===== src/rtl/ioctl_wr_pkg.sv =====
// Shared types for the ROM download writer.
//   wr_state_t : request FSM states
//   wr_entry_t : one captured download byte {addr, data}
//   port_sel_t : which SDRAM port an entry is routed to
package ioctl_wr_pkg;

  typedef enum logic [1:0] {
    ST_IDLE     = 2'd0,
    ST_ISSUE    = 2'd1,
    ST_WAIT_ACK = 2'd2
  } wr_state_t;

  typedef struct packed {
    logic [24:0] addr;
    logic [7:0]  data;
  } wr_entry_t;

  typedef enum logic {
    PORT_CPU = 1'b0,
    PORT_GFX = 1'b1
  } port_sel_t;

endpackage


===== src/rtl/ioctl_fifo.sv =====
// Small synchronous FIFO for captured download bytes.
// Ports:
//   clk_sys, reset_n     : clock, synchronous active-low reset
//   push, push_data      : write request and entry
//   pop, pop_data        : read request; pop_data shows the head entry
//   full, empty, count   : occupancy status
// A push while full is accepted only when a pop happens in the same cycle.
module ioctl_fifo
  import ioctl_wr_pkg::*;
#(
  parameter int FIFO_AW = 2
) (
  input  logic             clk_sys,
  input  logic             reset_n,
  input  logic             push,
  input  wr_entry_t        push_data,
  input  logic             pop,
  output wr_entry_t        pop_data,
  output logic             full,
  output logic             empty,
  output logic [FIFO_AW:0] count
);

  localparam int DEPTH = 1 << FIFO_AW;

  wr_entry_t          mem [DEPTH];
  logic [FIFO_AW-1:0] wr_ptr;
  logic [FIFO_AW-1:0] rd_ptr;
  logic               do_push;
  logic               do_pop;

  assign full     = (count == (FIFO_AW + 1)'(DEPTH));
  assign empty    = (count == '0);
  assign do_pop   = pop & ~empty;
  assign do_push  = push & (~full | do_pop);
  assign pop_data = mem[rd_ptr];

  always_ff @(posedge clk_sys) begin
    if (!reset_n) begin
      wr_ptr <= '0;
      rd_ptr <= '0;
      count  <= '0;
    end else begin
      if (do_push) wr_ptr <= wr_ptr + 1'b1;
      if (do_pop)  rd_ptr <= rd_ptr + 1'b1;
      case ({do_push, do_pop})
        2'b10:   count <= count + 1'b1;
        2'b01:   count <= count - 1'b1;
        default: count <= count;
      endcase
    end
  end

  // Storage has no reset; occupancy is governed by the pointers.
  always_ff @(posedge clk_sys) begin
    if (do_push) mem[wr_ptr] <= push_data;
  end

endmodule


===== src/rtl/ioctl_sdram_writer.sv =====
// Turns the data_io byte download into toggle-handshake SDRAM writes on
// port1 (CPU ROM, below BG_BASE) and port2 (background/sprites, from BG_BASE),
// and generates rom_loaded plus a held core reset once the download drains.
// Ports:
//   clk_sys, reset_n            : clock, synchronous active-low reset
//   ioctl_*                     : download stream from data_io
//   port1_* / port2_*           : SDRAM write ports (req/ack are toggles)
//   rom_loaded, core_reset_n    : download complete / game core reset
//   busy, overflow              : activity and sticky dropped-byte flag
//
// state    | meaning
// ---------+------------------------------------------------------------
// IDLE     | waiting; pops FIFO head and loads the routed port outputs
// ISSUE    | toggles the selected port's req
// WAIT_ACK | waits for ack == req, then drops we
module ioctl_sdram_writer
  import ioctl_wr_pkg::*;
#(
  parameter logic [24:0] BG_BASE    = 25'hC000,
  parameter int          FIFO_AW    = 2,
  parameter logic [15:0] RESET_HOLD = 16'd1024
) (
  input  logic        clk_sys,
  input  logic        reset_n,
  input  logic        ioctl_download,
  input  logic [7:0]  ioctl_index,
  input  logic        ioctl_wr,
  input  logic [24:0] ioctl_addr,
  input  logic [7:0]  ioctl_dout,
  output logic        port1_req,
  input  logic        port1_ack,
  output logic [22:0] port1_a,
  output logic [1:0]  port1_ds,
  output logic        port1_we,
  output logic [15:0] port1_d,
  output logic        port2_req,
  input  logic        port2_ack,
  output logic [22:0] port2_a,
  output logic [1:0]  port2_ds,
  output logic        port2_we,
  output logic [15:0] port2_d,
  output logic        rom_loaded,
  output logic        core_reset_n,
  output logic        busy,
  output logic        overflow
);

  wr_state_t        state, next_state;
  port_sel_t        sel_q;
  wr_entry_t        in_entry, head;
  logic             fifo_full, fifo_empty, fifo_pop;
  logic [FIFO_AW:0] fifo_count;
  logic             wr_prev, dl_prev, fell_seen;
  logic             wr_rise, dl_rise, dl_fall, push;
  logic             load_req, issue, done;
  logic             req_sel, ack_sel, head_gfx, loaded_now;
  logic [23:0]      bg_off;
  logic [15:0]      hold_cnt;

  assign wr_rise  = ioctl_wr & ~wr_prev;
  assign dl_rise  = ioctl_download & ~dl_prev;
  assign dl_fall  = ~ioctl_download & dl_prev;
  assign push     = wr_rise & ioctl_download & (ioctl_index == 8'd0);
  assign in_entry = '{addr: ioctl_addr, data: ioctl_dout};

  ioctl_fifo #(.FIFO_AW(FIFO_AW)) u_fifo (
    .clk_sys   (clk_sys),
    .reset_n   (reset_n),
    .push      (push),
    .push_data (in_entry),
    .pop       (fifo_pop),
    .pop_data  (head),
    .full      (fifo_full),
    .empty     (fifo_empty),
    .count     (fifo_count)
  );

  assign req_sel  = (sel_q == PORT_GFX) ? port2_req : port1_req;
  assign ack_sel  = (sel_q == PORT_GFX) ? port2_ack : port1_ack;
  assign head_gfx = (head.addr >= BG_BASE);
  // Offset bit 13 picks the byte lane; the word address skips it.
  assign bg_off   = 24'(head.addr - BG_BASE);

  always_ff @(posedge clk_sys) begin
    if (!reset_n) state <= ST_IDLE;
    else          state <= next_state;
  end

  always_comb begin
    next_state = state;
    fifo_pop   = 1'b0;
    load_req   = 1'b0;
    issue      = 1'b0;
    done       = 1'b0;
    unique case (state)
      ST_IDLE: begin
        if (!fifo_empty) begin
          fifo_pop   = 1'b1;
          load_req   = 1'b1;
          next_state = ST_ISSUE;
        end
      end
      ST_ISSUE: begin
        issue      = 1'b1;
        next_state = ST_WAIT_ACK;
      end
      ST_WAIT_ACK: begin
        if (ack_sel == req_sel) begin
          done       = 1'b1;
          next_state = ST_IDLE;
        end
      end
      default: next_state = ST_IDLE;
    endcase
  end

  always_ff @(posedge clk_sys) begin
    if (!reset_n) begin
      sel_q     <= PORT_CPU;
      port1_req <= 1'b0;
      port1_a   <= '0;
      port1_ds  <= '0;
      port1_we  <= 1'b0;
      port1_d   <= '0;
      port2_req <= 1'b0;
      port2_a   <= '0;
      port2_ds  <= '0;
      port2_we  <= 1'b0;
      port2_d   <= '0;
    end else begin
      if (load_req) begin
        if (head_gfx) begin
          sel_q    <= PORT_GFX;
          port2_a  <= {bg_off[23:14], bg_off[12:0]};
          port2_ds <= {bg_off[13], ~bg_off[13]};
          port2_d  <= {head.data, head.data};
          port2_we <= 1'b1;
        end else begin
          sel_q    <= PORT_CPU;
          port1_a  <= head.addr[23:1];
          port1_ds <= {head.addr[0], ~head.addr[0]};
          port1_d  <= {head.data, head.data};
          port1_we <= 1'b1;
        end
      end
      if (issue) begin
        if (sel_q == PORT_GFX) port2_req <= ~port2_req;
        else                   port1_req <= ~port1_req;
      end
      if (done) begin
        if (sel_q == PORT_GFX) port2_we <= 1'b0;
        else                   port1_we <= 1'b0;
      end
    end
  end

  // Download counts as finished only once a falling edge was seen and
  // every queued byte has been acknowledged.
  assign loaded_now = ~ioctl_download & (fell_seen | dl_fall) & fifo_empty &
                      (state == ST_IDLE) & ~rom_loaded;

  always_ff @(posedge clk_sys) begin
    if (!reset_n) begin
      wr_prev      <= 1'b0;
      dl_prev      <= 1'b0;
      fell_seen    <= 1'b0;
      rom_loaded   <= 1'b0;
      core_reset_n <= 1'b0;
      overflow     <= 1'b0;
      hold_cnt     <= '0;
    end else begin
      wr_prev <= ioctl_wr;
      dl_prev <= ioctl_download;
      if (dl_rise) begin
        rom_loaded   <= 1'b0;
        core_reset_n <= 1'b0;
        overflow     <= 1'b0;
        fell_seen    <= 1'b0;
      end else begin
        if (dl_fall) fell_seen <= 1'b1;
        if (loaded_now) begin
          rom_loaded <= 1'b1;
          fell_seen  <= 1'b0;
          hold_cnt   <= RESET_HOLD - 16'd1;
        end else if (rom_loaded && !core_reset_n) begin
          if (hold_cnt == 16'd0) core_reset_n <= 1'b1;
          else                   hold_cnt     <= hold_cnt - 16'd1;
        end
      end
      if (push && fifo_full && !fifo_pop) overflow <= 1'b1;
    end
  end

  assign busy = (fifo_count != '0) | (state != ST_IDLE);

endmodule


===== config.mk =====
export PLATFORM = sky130hd
export DESIGN_NAME = ioctl_sdram_writer
export DESIGN_NICKNAME = d
export VERILOG_FILES = /design/src/rtl/ioctl_wr_pkg.sv /design/src/rtl/ioctl_fifo.sv /design/src/rtl/ioctl_sdram_writer.sv
export SDC_FILE = /design/constraint.sdc
export NUM_CORES = 1
export LEC_CHECK = 0
export CORE_UTILIZATION = 30
export DETAILED_ROUTE_END_ITERATION = 6
export PLACE_DENSITY = 0.53
export SYNTH_ARGS = -nofsm -noshare
export SYNTH_HDL_FRONTEND = slang
export SYNTH_HIERARCHICAL = 1
export SYNTH_SLANG_ARGS = --single-unit
export TNS_END_PERCENT = 10

===== constraint.sdc =====
create_clock -name clk_sys -period 4.4 [get_ports clk_sys]
set_clock_uncertainty 0.2 [all_clocks]
set_input_delay 0.88 -clock clk_sys [delete_from_list [all_inputs] [get_ports clk_sys]]
set_output_delay 0.88 -clock clk_sys [all_outputs]
set_load 0.02 [all_outputs]

### After elaboration in Yosys (flattened, before gate mapping)

Memories as Yosys holds them, arrays and structs flattened. A register that Yosys moved wholly into a read port is not among the register bits.
Index checks and enable logic that the tools add are counted.

| storage, ports and cells | value |
|---|---|
| flip-flop bits (word level) | 118 |
| latch bits | 0 |
| RAM bits | 132 |
| ROM bits | 0 |
| input port bits | 47 |
| output and inout port bits | 90 |
| logic and storage cells | 120 |
| memories | 1 |

Memory list:

| name | words | bits a word | read ports | clocked after Yosys merged registers in | wr ports | RTL line | RTL |
|---|---|---|---|---|---|---|---|
| u_fifo.mem | 4 | 33 | 1 | 1 | 1 | ioctl_fifo.sv:26 | `wr_entry_t mem [DEPTH];` |

| cells by class | value |
|---|---|
| add/subtract/negate cells | 6 |
| $mul | 0 |
| div/mod/pow operators | 0 |
| magnitude comparators | 1 |
| equality and inequality tests | 9 |
| shifts and indexed selects | 0 |
| mux-type cells | 29 |
| bitwise gates (word level) | 29 |
| reduce and logical (&&, ||, !) cells | 23 |

Operators by type and width:

| cell | number |
|---|---|
| $mux 16 | 3 |
| $ge 25x16->1 const B | 1 |
| $sub 24x16->24 const B | 1 |
| $mux 1 | 20 |
| $logic_not 16->1 | 1 |
| $sub 16x1->16 const B | 1 |
| $not 1->1 | 15 |
| $and 1x1->1 | 11 |
| $reduce_and 2->1 | 5 |
| $logic_not 8->1 | 1 |
| $mux 2 | 4 |
| $reduce_bool 2->1 | 4 |
| $ne 2x2->1 const B | 3 |
| $pmux 2 s3 | 1 |
| $pmux 3 s2 | 1 |
| $reduce_and 3->1 | 2 |
| $add 2x1->2 const B | 2 |
| $eq 2x1->1 const B | 2 |
| $eq 2x2->1 const B | 2 |
| $add 3x1->3 const B | 1 |
| $eq 3x3->1 const B | 1 |
| $logic_and 1x1->1 | 3 |
| $logic_not 3->1 | 1 |
| $or 1x1->1 | 3 |
| 7 further kinds | 8 |

### Longest topological paths before layout

Gate-level depths: netlist of run 1.

| depth | value |
|---|---|
| depth after elaboration | 9 |
| mapped depth | 11 |
| gate-level depth less buffers | 9 |

### Modules after synthesis

The synthesis of run 1 kept the hierarchy.

Modules (own cells, without submodules):

| module | instances | cells an instance | area an instance (um^2) | seq. area each (um^2) |
|---|---|---|---|---|
| ioctl_fifo | 1 | 233 | 5311.3 | 4144.0 |
| ioctl_sdram_writer | 1 | 464 | 4210.3 | 1901.8 |

### Worst setup path before layout of run 1

OpenSTA, ideal clock, no wires.

| path | value |
|---|---|
| kind | flip-flop to flip-flop |
| start point | register (tool-made name) |
| end point | register port1_a[10] |
| setup time | 0.072 ns |
| data arrival time | 2.995 ns |
| data required time | 4.128 ns |
| path slack | 1.133 ns |
| stages on the path, launching flop included | 10 |
| path buffers | 4 |
| clock period less this slack | 3.267 ns |
| path through | dfxtp_1 buf_2 buf_4 mux4_2 or4b_2 nor4_1 a211o_1 buf_2 buf_2 mux2i_1 |

RTL lines:

| item | RTL line | RTL |
|---|---|---|
| end signal: assignment | ioctl_sdram_writer.sv:140 | `port1_a <= head.addr[23:1];` |
| end: declaration | ioctl_sdram_writer.sv:32 | `output logic [22:0] port1_a,` |

==> impl_summary.txt, run 1 <==
----------------------------------------------------
[Status]
  Status ... completed

[CTS]
  Post-CTS Hold Buffers ... 0
  Clock Latency Late Sink ... ~0.54 ns
  Number of H-tree levels ... 1
  Clock Pin Slew Worst Setup and Hold Paths ... 0.06 ns
  Clock tree sinks ... 236
  Clock tree root buffer cell ... sky130_fd_sc_hd__clkbuf_16
  Clk buf depth ... 3
  Post_cts resized ... 0
  Buffers inserted during post-CTS setup optimization ... 0
  TritonCTS clock tree ... built
  TritonCTS Buffers ... 26

[Run]
  Count of maximum capacitance violations ... 0

[Placement]
  Instance area after placement ... 0.01122 mm2
  Total of buffers placed on input and output ports ... 136
  Routability congestion estimate ... 0.7388
  Half-perimeter wire length of the detailed placement result ... 15.28 mm

[Critical path]
  Type of the setup path with the least slack ... reg -> reg
  Ordered cell list for the critical path ... mux4_2 > nor4_1 > a31oi_1 > a21oi_4 > buf_4 > mux2i_1
  Slowest stage cell, crit path ... sky130_fd_sc_hd__a21oi_4
  Sort of element at the end of the critical path ... register
  Required time of the critical path ... ~4.7 ns
  Top fanout value on the critical path ... 23
  WP data arrival ... 3.97 ns
  Category of the worst setup path launch point ... register
  Largest incremental delay on the critical path ... slightly above 0.8 ns

[Layout]
  Most common library cell in the layout ignoring fill and taps ... sky130_fd_sc_hd__clkdlybuf4s50_1
  Fraction of the core area covered by cells at the end of the flow ... 0.3934
  Final #Nets ... 880
  Fraction of final layout cells with drive strength greater than 1 ... 0.1266
  Antenna Diode Count ... 0
  Area of all placed cells without fillers ... 0.01216 mm2
  Synthesis-to-layout area growth ... 27.71%
  Most frequent cells in the layout ... sky130_fd_sc_hd__clkdlybuf4s50_1 (135), sky130_fd_sc_hd__edfxtp_1 (132), sky130_fd_sc_hd__dfxtp_1 (103)

[Routing]
  Final WL ... 21.95 mm
  Detailed-route DRC error count ... 0
  Vias/cell ... 4.737
  First-pass DRT Iterations ... 5
  Total via count in the routed design ... around 5900
  Wire length per cell after detailed routing ... 17.69 um
  Count of antenna-violating nets left after detailed routing ... 0
  Initial drt markers ... 316

[Synth]
  Post-synthesis async set-or-reset flop share ... 0
  Top_reg_cell synth ... sky130_fd_sc_hd__edfxtp_1
  Flip-flop and latch count after synthesis ... ~240
  Synth Cell Area ... 0.009522 mm2
  Number of distinct library cells after synthesis ... 56
  Number of nets produced by synthesis ... 752
  Cell count after synthesis ... 697
  Mean instance size in the synthesized netlist ... 13.66 um2
  Post-synth EDFFs ... 132
  Count of warnings emitted by yosys ... 6
  Sequential cell area fraction in the yosys report ... 0.6350

[Timing]
  Fmax ... roughly 270 MHz
  Tightest Pin Transition ... 0.9855 ns
  Hold violation count in the final report ... 0
  Final hold slack ... 0.2465 ns
  Remaining max-slew budget at the tightest pin ... 0.3415
  Max-slew violation count ... 0
  Shortest clock period the worst path allows after layout ... about 3.7 ns
  Setup TNS after final layout ... 0 ns
  Unrepaired setup endpoints after global routing ... false
  Final clock period utilization by the worst path ... 0.8446
  Setup Viol. Count Final ... 0

[Power]
  Worst supply voltage drop on vdd ... 0.0003169 V
  Total power draw ... 4.836 mW
  Static leakage ... ~4.4 nW
  Power per unit of standard cell area ... 397.7 mW/mm2

[Global route]
  Initial antenna violation count ... 0
  Total global routing overflow ... 0
  Maximum number of pins on one net before global-route repair ... 64
  Vias in the first global route ... 5927
  Global-route wire length before repair ... about 34 mm
  Total global-route track usage ... 0.1352

[Floorplan]
  Number of top-level design ports ... 137
  Core area ... 0.03091 mm2
  Num rows ... 64
  Die extent in x ... 180.2 um
  Die Y-Extent ... 180.2 um
  Die ar. ... 0.03246 mm2
  Initial core utilization ... 0.3080

[Hold path]
  Path type of the worst min-delay path ... reg -> reg

----------------------------------------------------
==> cell usage after synthesis (5+ instances only) <==
master / count / share of area
sky130_fd_sc_hd__a21oi_1: 13 / 0.0068
sky130_fd_sc_hd__a31oi_1: 5 / 0.0033
sky130_fd_sc_hd__and2_1: 11 / 0.0072
sky130_fd_sc_hd__and3_1: 12 / 0.0079
sky130_fd_sc_hd__buf_2: 11 / 0.0058
sky130_fd_sc_hd__buf_4: 20 / 0.016
sky130_fd_sc_hd__clkbuf_1: 18 / 0.0071
sky130_fd_sc_hd__dfxtp_1: 104 / 0.22
sky130_fd_sc_hd__edfxtp_1: 132 / 0.42
sky130_fd_sc_hd__ha_1: 7 / 0.0092
sky130_fd_sc_hd__inv_1: 18 / 0.0071
sky130_fd_sc_hd__mux2i_1: 59 / 0.062
sky130_fd_sc_hd__mux4_2: 33 / 0.078
sky130_fd_sc_hd__nand2_1: 96 / 0.038
sky130_fd_sc_hd__nand2b_1: 8 / 0.0053
sky130_fd_sc_hd__nor2_1: 22 / 0.0087
sky130_fd_sc_hd__nor2b_1: 5 / 0.0033
sky130_fd_sc_hd__nor3_1: 13 / 0.0068
sky130_fd_sc_hd__nor4_1: 9 / 0.0059
sky130_fd_sc_hd__o21ai_0: 7 / 0.0037
sky130_fd_sc_hd__o31ai_1: 5 / 0.0039
sky130_fd_sc_hd__or3_1: 6 / 0.0039
sky130_fd_sc_hd__or4_1: 13 / 0.010
sky130_fd_sc_hd__xnor2_1: 6 / 0.0055
sky130_fd_sc_hd__xor2_1: 6 / 0.0055
==> worst paths after layout <==
kind / from / endpoint / slack, ns / cells past startpoint
worst max-delay path: register / port2_d[13] / 0.68 / 6
worst min-delay path: port1_we / port1_we / 0.25 / 2
worst max register to register: register / port2_d[13] / 0.68 / 6
worst min register to register: port1_we / port1_we / 0.25 / 2
==> power breakdown <==
group / switching, mW / internal (mW)
Sequential: 0.0102 / 2.34
Combinational: 0.101 / 0.0745
Clock: 0.866 / 1.45
Total: 0.977 / 3.86
==> through the flow <==
stage,setup WS (ns),cells
finish,0.6837,1241
global route,0.4235,1241
CTS,0.6715,1241
detailed placement,0.7073,1193
global placement,0.7620,1193
floorplan,1.133,697
==> cell families after synthesis <==
logic type	share of synthesized area
and+or+nand+nor	0.1171
buffers and inverters	0.03850
xor gates and xnor gates	0.01104
DFF	0.6350
adders and majority gates	0.01130
AOI/OAI and AO/OA	0.04704
muxes	0.1401
==> state kept, by name (all words and copies together) (netlist names), 3 cells and up, named ones only <==
name	cells
hold_cnt	16
port1_a	23
port1_d	8
port2_a	23
port2_d	8
u_fifo/count	3
u_fifo/mem	132
==> critical path, delay by kind of cell, from the launching register on <==
| kind | cells | cell delay, ns |
|---|---|---|
| AND/OR/NAND/NOR | 1 | 0.48 |
| multiplexers | 2 | 0.88 |
| flip-flops | 1 | 0.57 |
| AO/OA/AOI/OAI | 2 | 1.10 |
| buffers and inverters | 1 | 0.39 |
==> routing by layer <==
layer / GRT usage / vias up / share of wire
li1: - / 2839 / -
met1: 0.1778 / 2883 / 0.45
met2: 0.2316 / 127 / 0.49
met3: 0.02122 / 30 / 0.041
met4: 0.03556 / 0 / 0.020
met5: 0 / - / 0
==> cell type report <==
type | instances | area (um2)
clock inverter | 15 | 219.0
tap | 396 | 495.5
sequential | 236 | 6047
timing repair buffer | 152 | 1491
fill | 2934 | 18750
multi-input combinational | 391 | 3122
inverter | 18 | 67.56
clock buffer | 33 | 718.2
Power figures use the tool's default switching activity.
==> run 2: changes to the inputs <==
- PLACE_DENSITY: 0.53 -> 0.55
- clock period: 4.4 -> 3.4 ns (I/O delays scaled with it)
==> impl_summary.txt, run 2 (same netlist as run 1, synthesis figures left out) <==
----------------------------------------------------
[Critical path]
  Type of the setup path with the least slack ... reg -> reg (unchanged)
  Top fanout value on the critical path ... 19 (was 23)
  Cell type group with the largest total delay on the critical path ... simple AND/OR/NAND/NOR gates (was compound AO/OA/AOI/OAI gates)
  Buffers & Inverters on Critical Path ... 3 (was 1)
  Sort of element at the end of the critical path ... register (unchanged)
  Category of the worst setup path launch point ... register (unchanged)
  Required time of the critical path ... 3.63 ns (was 4.65 ns)
  Most used cell along the critical path ... sky130_fd_sc_hd__buf_4
  Slowest stage cell, crit path ... sky130_fd_sc_hd__or4_1 (was sky130_fd_sc_hd__a21oi_4)
  Ordered cell list for the critical path ... buf_12 > mux4_2 > or4_1 > nor3_1 > buf_4 > a21oi_4 > buf_4 > a221oi_1 (was mux4_2 > nor4_1 > a31oi_1 > a21oi_4 > buf_4 > mux2i_1)
  Largest incremental delay on the critical path ... 0.57 ns (was 0.81 ns)
  WP data arrival ... 3.36 ns (was 3.97 ns)

[Global route]
  Global-route wire length before repair ... 34.50 mm (was 34.44 mm)
  Initial antenna violation count ... 0 (unchanged)
  Maximum number of pins on one net before global-route repair ... 79 (was 64)
  Vias in the first global route ... 5851 (was 5927)
  Total global routing overflow ... 0 (unchanged)
  Total global-route track usage ... 0.1362 (was 0.1352)

[CTS]
  Clock tree sinks ... 236 (unchanged)
  Clock tree root buffer cell ... sky130_fd_sc_hd__clkbuf_16 (unchanged)
  Clock Latency Late Sink ... 0.53 ns (was 0.54 ns)
  TritonCTS Buffers ... 27 (was 26)
  TritonCTS clock tree ... built (unchanged)
  Post_cts resized ... 0 (unchanged)
  Clock Pin Slew Worst Setup and Hold Paths ... 0.06 ns (about the same)
  Buffers inserted during post-CTS setup optimization ... 0 (unchanged)
  Clk buf depth ... 3 (unchanged)
  Post-CTS Hold Buffers ... 0 (unchanged)
  Number of H-tree levels ... 1 (unchanged)

[Power]
  Internal ... 4.788 mW (was 3.859 mW)
  Switching part of the total ... 0.2110 (was 0.2020)
  Static leakage ... 4.504 nW (was 4.433 nW)
  Switching component of the power ... 1.280 mW (was 0.9771 mW)
  Power per unit of standard cell area ... 493.9 mW/mm2 (was 397.7 mW/mm2)
  Part of the total power dissipated in combinational logic ... 0.038 (was 0.036)
  Worst supply voltage drop on vdd ... 0.0003528 V (was 0.0003169 V)
  Total power draw ... 6.068 mW (was 4.836 mW)
  Share of total power in the clock network ... 0.462 (was 0.479)
  Part of the total power dissipated in sequential elements ... 0.500 (was 0.485)

[Routing]
  Detailed-route DRC error count ... 0 (unchanged)
  Vias/cell ... 4.748 (was 4.737)
  Final WL ... 22.48 mm (was 21.95 mm)
  Initial drt markers ... 376 (was 316)
  Wire length per cell after detailed routing ... 17.90 um (was 17.69 um)
  First-pass DRT Iterations ... 5 (unchanged)
  Count of antenna-violating nets left after detailed routing ... 0 (unchanged)
  Total via count in the routed design ... 5963 (was 5879)

[Floorplan]
  Core area ... 0.03091 mm2 (unchanged)
  Die Y-Extent ... 180.2 um (unchanged)
  Die ar. ... 0.03246 mm2 (unchanged)
  Die extent in x ... 180.2 um (unchanged)
  Initial core utilization ... 0.3080 (unchanged)
  Num rows ... 64 (unchanged)
  Number of top-level design ports ... 137 (unchanged)

[Timing]
  Fmax ... 318.7 MHz (was 269.1 MHz)
  Remaining max-slew budget at the tightest pin ... 0.5159 (was 0.3415)
  Hold violation count in the final report ... 0 (unchanged)
  Max-slew violation count ... 0 (unchanged)
  Setup TNS after final layout ... 0 ns (unchanged)
  Setup Viol. Count Final ... 0 (unchanged)
  Tightest Pin Transition ... 0.7206 ns (was 0.9855 ns)
  Final clock period utilization by the worst path ... 0.9228 (was 0.8446)
  Shortest clock period the worst path allows after layout ... 3.138 ns (was 3.716 ns)
  Unrepaired setup endpoints after global routing ... false (unchanged)

[Run]
  Count of maximum capacitance violations ... 0 (unchanged)

[Placement]
  Routability congestion estimate ... 0.7329 (was 0.7388)
  Total of buffers placed on input and output ports ... 136 (unchanged)
  Instance area after placement ... 0.01139 mm2 (was 0.01122 mm2)
  Half-perimeter wire length of the detailed placement result ... 15.42 mm (was 15.28 mm)

[Layout]
  Registers with the highest flip-flop counts ... u_fifo/mem (132), port1_a (23), port2_a (23) (unchanged)
  Most common library cell in the layout ignoring fill and taps ... sky130_fd_sc_hd__clkdlybuf4s50_1 (unchanged)
  Filler cell count in the final layout ... 2899 (was 2934)
  Most frequent cells in the layout ... sky130_fd_sc_hd__clkdlybuf4s50_1 (135), sky130_fd_sc_hd__edfxtp_1 (132), sky130_fd_sc_hd__dfxtp_1 (103) (unchanged)
  Antenna Diode Count ... 0 (unchanged)
  Number of flip-flops under the largest register name ... 132 (unchanged)
  Final #Nets ... 894 (was 880)
  Synthesis-to-layout area growth ... 29.04% (was 27.71%)
  Fraction of the core area covered by cells at the end of the flow ... 0.3975 (was 0.3934)
  Area of all placed cells without fillers ... 0.01229 mm2 (was 0.01216 mm2)
  Register ranked first by flip-flop count ... u_fifo/mem (unchanged)
  Area of all sequential standard cells ... 0.006047 mm2 (unchanged)
  Fraction of final layout cells with drive strength greater than 1 ... 0.1465 (was 0.1266)
  Area of the multi-input gates ... 0.003122 mm2 (unchanged)

[Status]
  Status ... completed (unchanged)

[Hold path]
  Path type of the worst min-delay path ... reg -> reg (unchanged)

----------------------------------------------------
-- run 2: worst paths after layout --
check,slack (ns),endpoint,from,depth (start not counted)
worst max-delay path,0.26,port2_a[22],register,8
worst min register to register,0.26,port1_a[2],port1_a[2],2
worst min-delay path,0.26,port1_a[2],port1_a[2],2
worst max register to register,0.26,port2_a[22],register,8
-- run 2: area by class of cell --
type	instances	share of cell area
timing repair buffer	165	0.1365
inverter	18	0.005499
sequential	236	0.4922
tap	396	0.04033
clock inverter	9	0.004582
multi-input combinational	391	0.2541
clock buffer	41	0.06690
-- run 2: stage by stage --
step | worst slack, ns | hold slack [ns] | instances
after floorplan | 0.1335 | 0.2463 | 697
after global placement | 0.1434 | 0.2457 | 1204
after detailed placement | 0.1472 | 0.2557 | 1204
after CTS | 0.1171 | 0.2634 | 1254
after global routing | 0.02970 | 0.2740 | 1256
final | 0.2625 | 0.2599 | 1256
-- run 2: worst reg2reg max path: stages (launching register included) --
cell and delay (ns):
sky130_fd_sc_hd__dfxtp_2 0.51, sky130_fd_sc_hd__buf_12 0.25, sky130_fd_sc_hd__mux4_2 0.57, sky130_fd_sc_hd__or4_1 0.57, sky130_fd_sc_hd__nor3_1 0.19, sky130_fd_sc_hd__buf_4 0.17
sky130_fd_sc_hd__a21oi_4 0.09, sky130_fd_sc_hd__buf_4 0.20, sky130_fd_sc_hd__a221oi_1 0.29
-- run 2: per-layer routing --
layer,vias up,GRT usage,part of all wire
li1,2875,-,-
met2,126,0.2291,0.48
met3,31,0.02061,0.035
met5,-,0,0
met1,2931,0.1839,0.47
met4,0,0.03350,0.019
-- run 2: power by group through the flow --
stage / combinational (mW) / sequential, mW / clock (mW)
after floorplan: 0.120 / 3.09 / 0
after global placement: 0.230 / 3.10 / 0
after detailed placement: 0.233 / 3.10 / 0
after CTS: 0.234 / 3.03 / 2.87
after global routing: 0.255 / 3.04 / 2.97
final: 0.232 / 3.03 / 2.80
==> run 3: changes to the inputs <==
- CORE_MARGIN: unset -> 5
==> impl_summary.txt, run 3 (same netlist as run 1, synthesis figures left out) <==
----------------------------------------------------
[Status]
  Status ... completed (unchanged)

[Routing]
  Wire length per cell after detailed routing ... 17.49 um (was 17.90 um)
  Count of antenna-violating nets left after detailed routing ... 0 (unchanged)
  Vias/cell ... 4.696 (was 4.748)
  Total via count in the routed design ... 5898 (was 5963)
  First-pass DRT Iterations ... 4 (was 5)
  Initial drt markers ... 300 (was 376)
  Final WL ... 21.96 mm (was 22.48 mm)
  Detailed-route DRC error count ... 0 (unchanged)

[Floorplan]
  Die Y-Extent ... 188.2 um (was 180.2 um)
  Die extent in x ... 188.2 um (was 180.2 um)
  Initial core utilization ... 0.3025 (was 0.3080)
  Number of top-level design ports ... 137 (unchanged)
  Core area ... 0.03147 mm2 (was 0.03091 mm2)
  Die ar. ... 0.03540 mm2 (was 0.03246 mm2)
  Num rows ... 65 (was 64)

[Critical path]
  Cell type group with the largest total delay on the critical path ... simple AND/OR/NAND/NOR gates (unchanged)
  Type of the setup path with the least slack ... reg -> reg (unchanged)
  Ordered cell list for the critical path ... buf_4 > mux4_2 > or4b_2 > nor4_1 > buf_4 > a211o_2 > buf_12 > mux2i_1 (was buf_12 > mux4_2 > or4_1 > nor3_1 > buf_4 > a21oi_4 > buf_4 > a221oi_1)
  Largest incremental delay on the critical path ... 0.64 ns (was 0.57 ns)
  Most used cell along the critical path ... sky130_fd_sc_hd__buf_4 (unchanged)
  Category of the worst setup path launch point ... register (unchanged)
  Buffers & Inverters on Critical Path ... 3 (unchanged)
  Sort of element at the end of the critical path ... register (unchanged)
  Required time of the critical path ... 3.65 ns (was 3.63 ns)
  WP data arrival ... 3.35 ns (was 3.36 ns)
  Top fanout value on the critical path ... 35 (was 19)
  Slowest stage cell, crit path ... sky130_fd_sc_hd__or4b_2 (was sky130_fd_sc_hd__or4_1)

[Timing]
  Final hold slack ... 0.2569 ns (was 0.2599 ns)
  Remaining max-slew budget at the tightest pin ... 0.5207 (was 0.5159)
  Shortest clock period the worst path allows after layout ... 3.091 ns (was 3.138 ns)
  Final clock period utilization by the worst path ... 0.9093 (was 0.9228)
  Setup Viol. Count Final ... 0 (unchanged)
  Fmax ... 323.5 MHz (was 318.7 MHz)
  Hold violation count in the final report ... 0 (unchanged)
  Unrepaired setup endpoints after global routing ... false (unchanged)
  Setup TNS after final layout ... 0 ns (unchanged)
  Max-slew violation count ... 0 (unchanged)
  Tightest Pin Transition ... 0.7135 ns (was 0.7206 ns)

[CTS]
  Post_cts resized ... 0 (unchanged)
  Clock Pin Slew Worst Setup and Hold Paths ... 0.06 ns (about the same)
  Clk buf depth ... 3 (unchanged)
  Clock Latency Late Sink ... 0.54 ns (was 0.53 ns)
  Clock tree root buffer cell ... sky130_fd_sc_hd__clkbuf_16 (unchanged)
  Buffers inserted during post-CTS setup optimization ... 0 (unchanged)
  Clock tree sinks ... 236 (unchanged)
  TritonCTS clock tree ... built (unchanged)
  TritonCTS Buffers ... 27 (unchanged)
  Post-CTS Hold Buffers ... 0 (unchanged)
  Number of H-tree levels ... 1 (unchanged)

[Layout]
  Final #Nets ... 889 (was 894)
  Filler cell count in the final layout ... 2934 (was 2899)
  Area of all placed cells without fillers ... 0.01230 mm2 (was 0.01229 mm2)
  Registers with the highest flip-flop counts ... u_fifo/mem (132), port1_a (23), port2_a (23) (unchanged)
  Number of flip-flops under the largest register name ... 132 (unchanged)
  Antenna Diode Count ... 0 (unchanged)
  Fraction of final layout cells with drive strength greater than 1 ... 0.1370 (was 0.1465)
  Most common library cell in the layout ignoring fill and taps ... sky130_fd_sc_hd__clkdlybuf4s50_1 (unchanged)
  Register ranked first by flip-flop count ... u_fifo/mem (unchanged)
  Synthesis-to-layout area growth ... 29.20% (was 29.04%)
  Most frequent cells in the layout ... sky130_fd_sc_hd__clkdlybuf4s50_1 (135), sky130_fd_sc_hd__edfxtp_1 (132), sky130_fd_sc_hd__dfxtp_1 (103) (unchanged)

[Global route]
  Global-route wire length before repair ... 34.50 mm (unchanged)
  Total global-route track usage ... 0.1215 (was 0.1362)
  Total global routing overflow ... 0 (unchanged)
  Initial antenna violation count ... 0 (unchanged)
  Vias in the first global route ... 6009 (was 5851)
  Maximum number of pins on one net before global-route repair ... 53 (was 79)

[Power]
  Power per unit of standard cell area ... 503.9 mW/mm2 (was 493.9 mW/mm2)
  Static leakage ... 4.494 nW (was 4.504 nW)
  Worst supply voltage drop on vdd ... 0.0003689 V (was 0.0003528 V)

[Run]
  Count of maximum capacitance violations ... 0 (unchanged)

[Placement]
  Instance area after placement ... 0.01139 mm2 (about the same)
  Routability congestion estimate ... 0.7611 (was 0.7329)
  Total of buffers placed on input and output ports ... 136 (unchanged)
  Half-perimeter wire length of the detailed placement result ... 15.30 mm (was 15.42 mm)

[Hold path]
  Path type of the worst min-delay path ... reg -> reg (unchanged)
  Hold wc startpoint ... port2_a[6] (was port1_a[2])

----------------------------------------------------
==> run 3: cell count changes in the layout (fill, tap and decap cells not counted), sizes merged <==
cell	delta
bufinv	+4
clkinv	+5
buf	-5
inv	-1
clkbuf	-9
==> run 3: path summary, 6_finish.rpt <==
| path | to | slack (ns) | cells past startpoint |
|---|---|---|---|
| worst max register to register | port1_ds[1] | 0.31 | 8 |
| worst max-delay path | port1_ds[1] | 0.31 | 8 |
| worst min register to register | port2_a[6] | 0.26 | 2 |
| worst min-delay path | port2_a[6] | 0.26 | 2 |
==> run 3: where the power goes <==
part           switching (mW)  internal (mW)  total [mW]  leakage (nW)
clock network            1.13           1.80        2.93         0.448
registers              0.0128           3.02        3.04          2.03
logic                   0.130         0.0996       0.230          2.02
==> run 3: area by class of cell <==
| cell class | count | area [um2] | share of cell area |
|---|---|---|---|
| multi-input cells | 391 | 3122 | 0.2538 |
| clock buffers | 32 | 714.4 | 0.05808 |
| inverters | 18 | 67.56 | 0.005492 |
| clock inverters | 17 | 196.4 | 0.01597 |
| flip-flops and latches | 236 | 6047 | 0.4916 |
| repair buffers | 160 | 1652 | 0.1343 |
| well taps | 402 | 503.0 | 0.04089 |
==> run 3: metal layers <==
metal / wire [um] / track usage
met1: 9869 / 0.1610
met2: 10560 / 0.2042
met3: 940 / 0.02327
met4: 594 / 0.03444
met5: 0 / 0
==> run 3: worst reg2reg max path, stage by stage, from the launching register on <==
cell and delay (ns):
sky130_fd_sc_hd__dfxtp_2 0.39, sky130_fd_sc_hd__buf_4 0.20, sky130_fd_sc_hd__mux4_2 0.54, sky130_fd_sc_hd__or4b_2 0.64, sky130_fd_sc_hd__nor4_1 0.24, sky130_fd_sc_hd__buf_4 0.18
sky130_fd_sc_hd__a211o_2 0.15, sky130_fd_sc_hd__buf_12 0.23, sky130_fd_sc_hd__mux2i_1 0.25
==> run 3: through the flow <==
stage          cells  setup WS, ns  utilization  total power, mW
3_3_place_gp    1207        0.2568       0.3619            3.322
5_1_grt         1256       0.09605       0.3909            6.437
6_report        1256        0.3085       0.3909            6.199
2_1_floorplan    697        0.1335            -            3.213
3_5_place_dp    1207        0.2389       0.3619            3.326
4_1_cts         1256        0.2909       0.3909            6.287
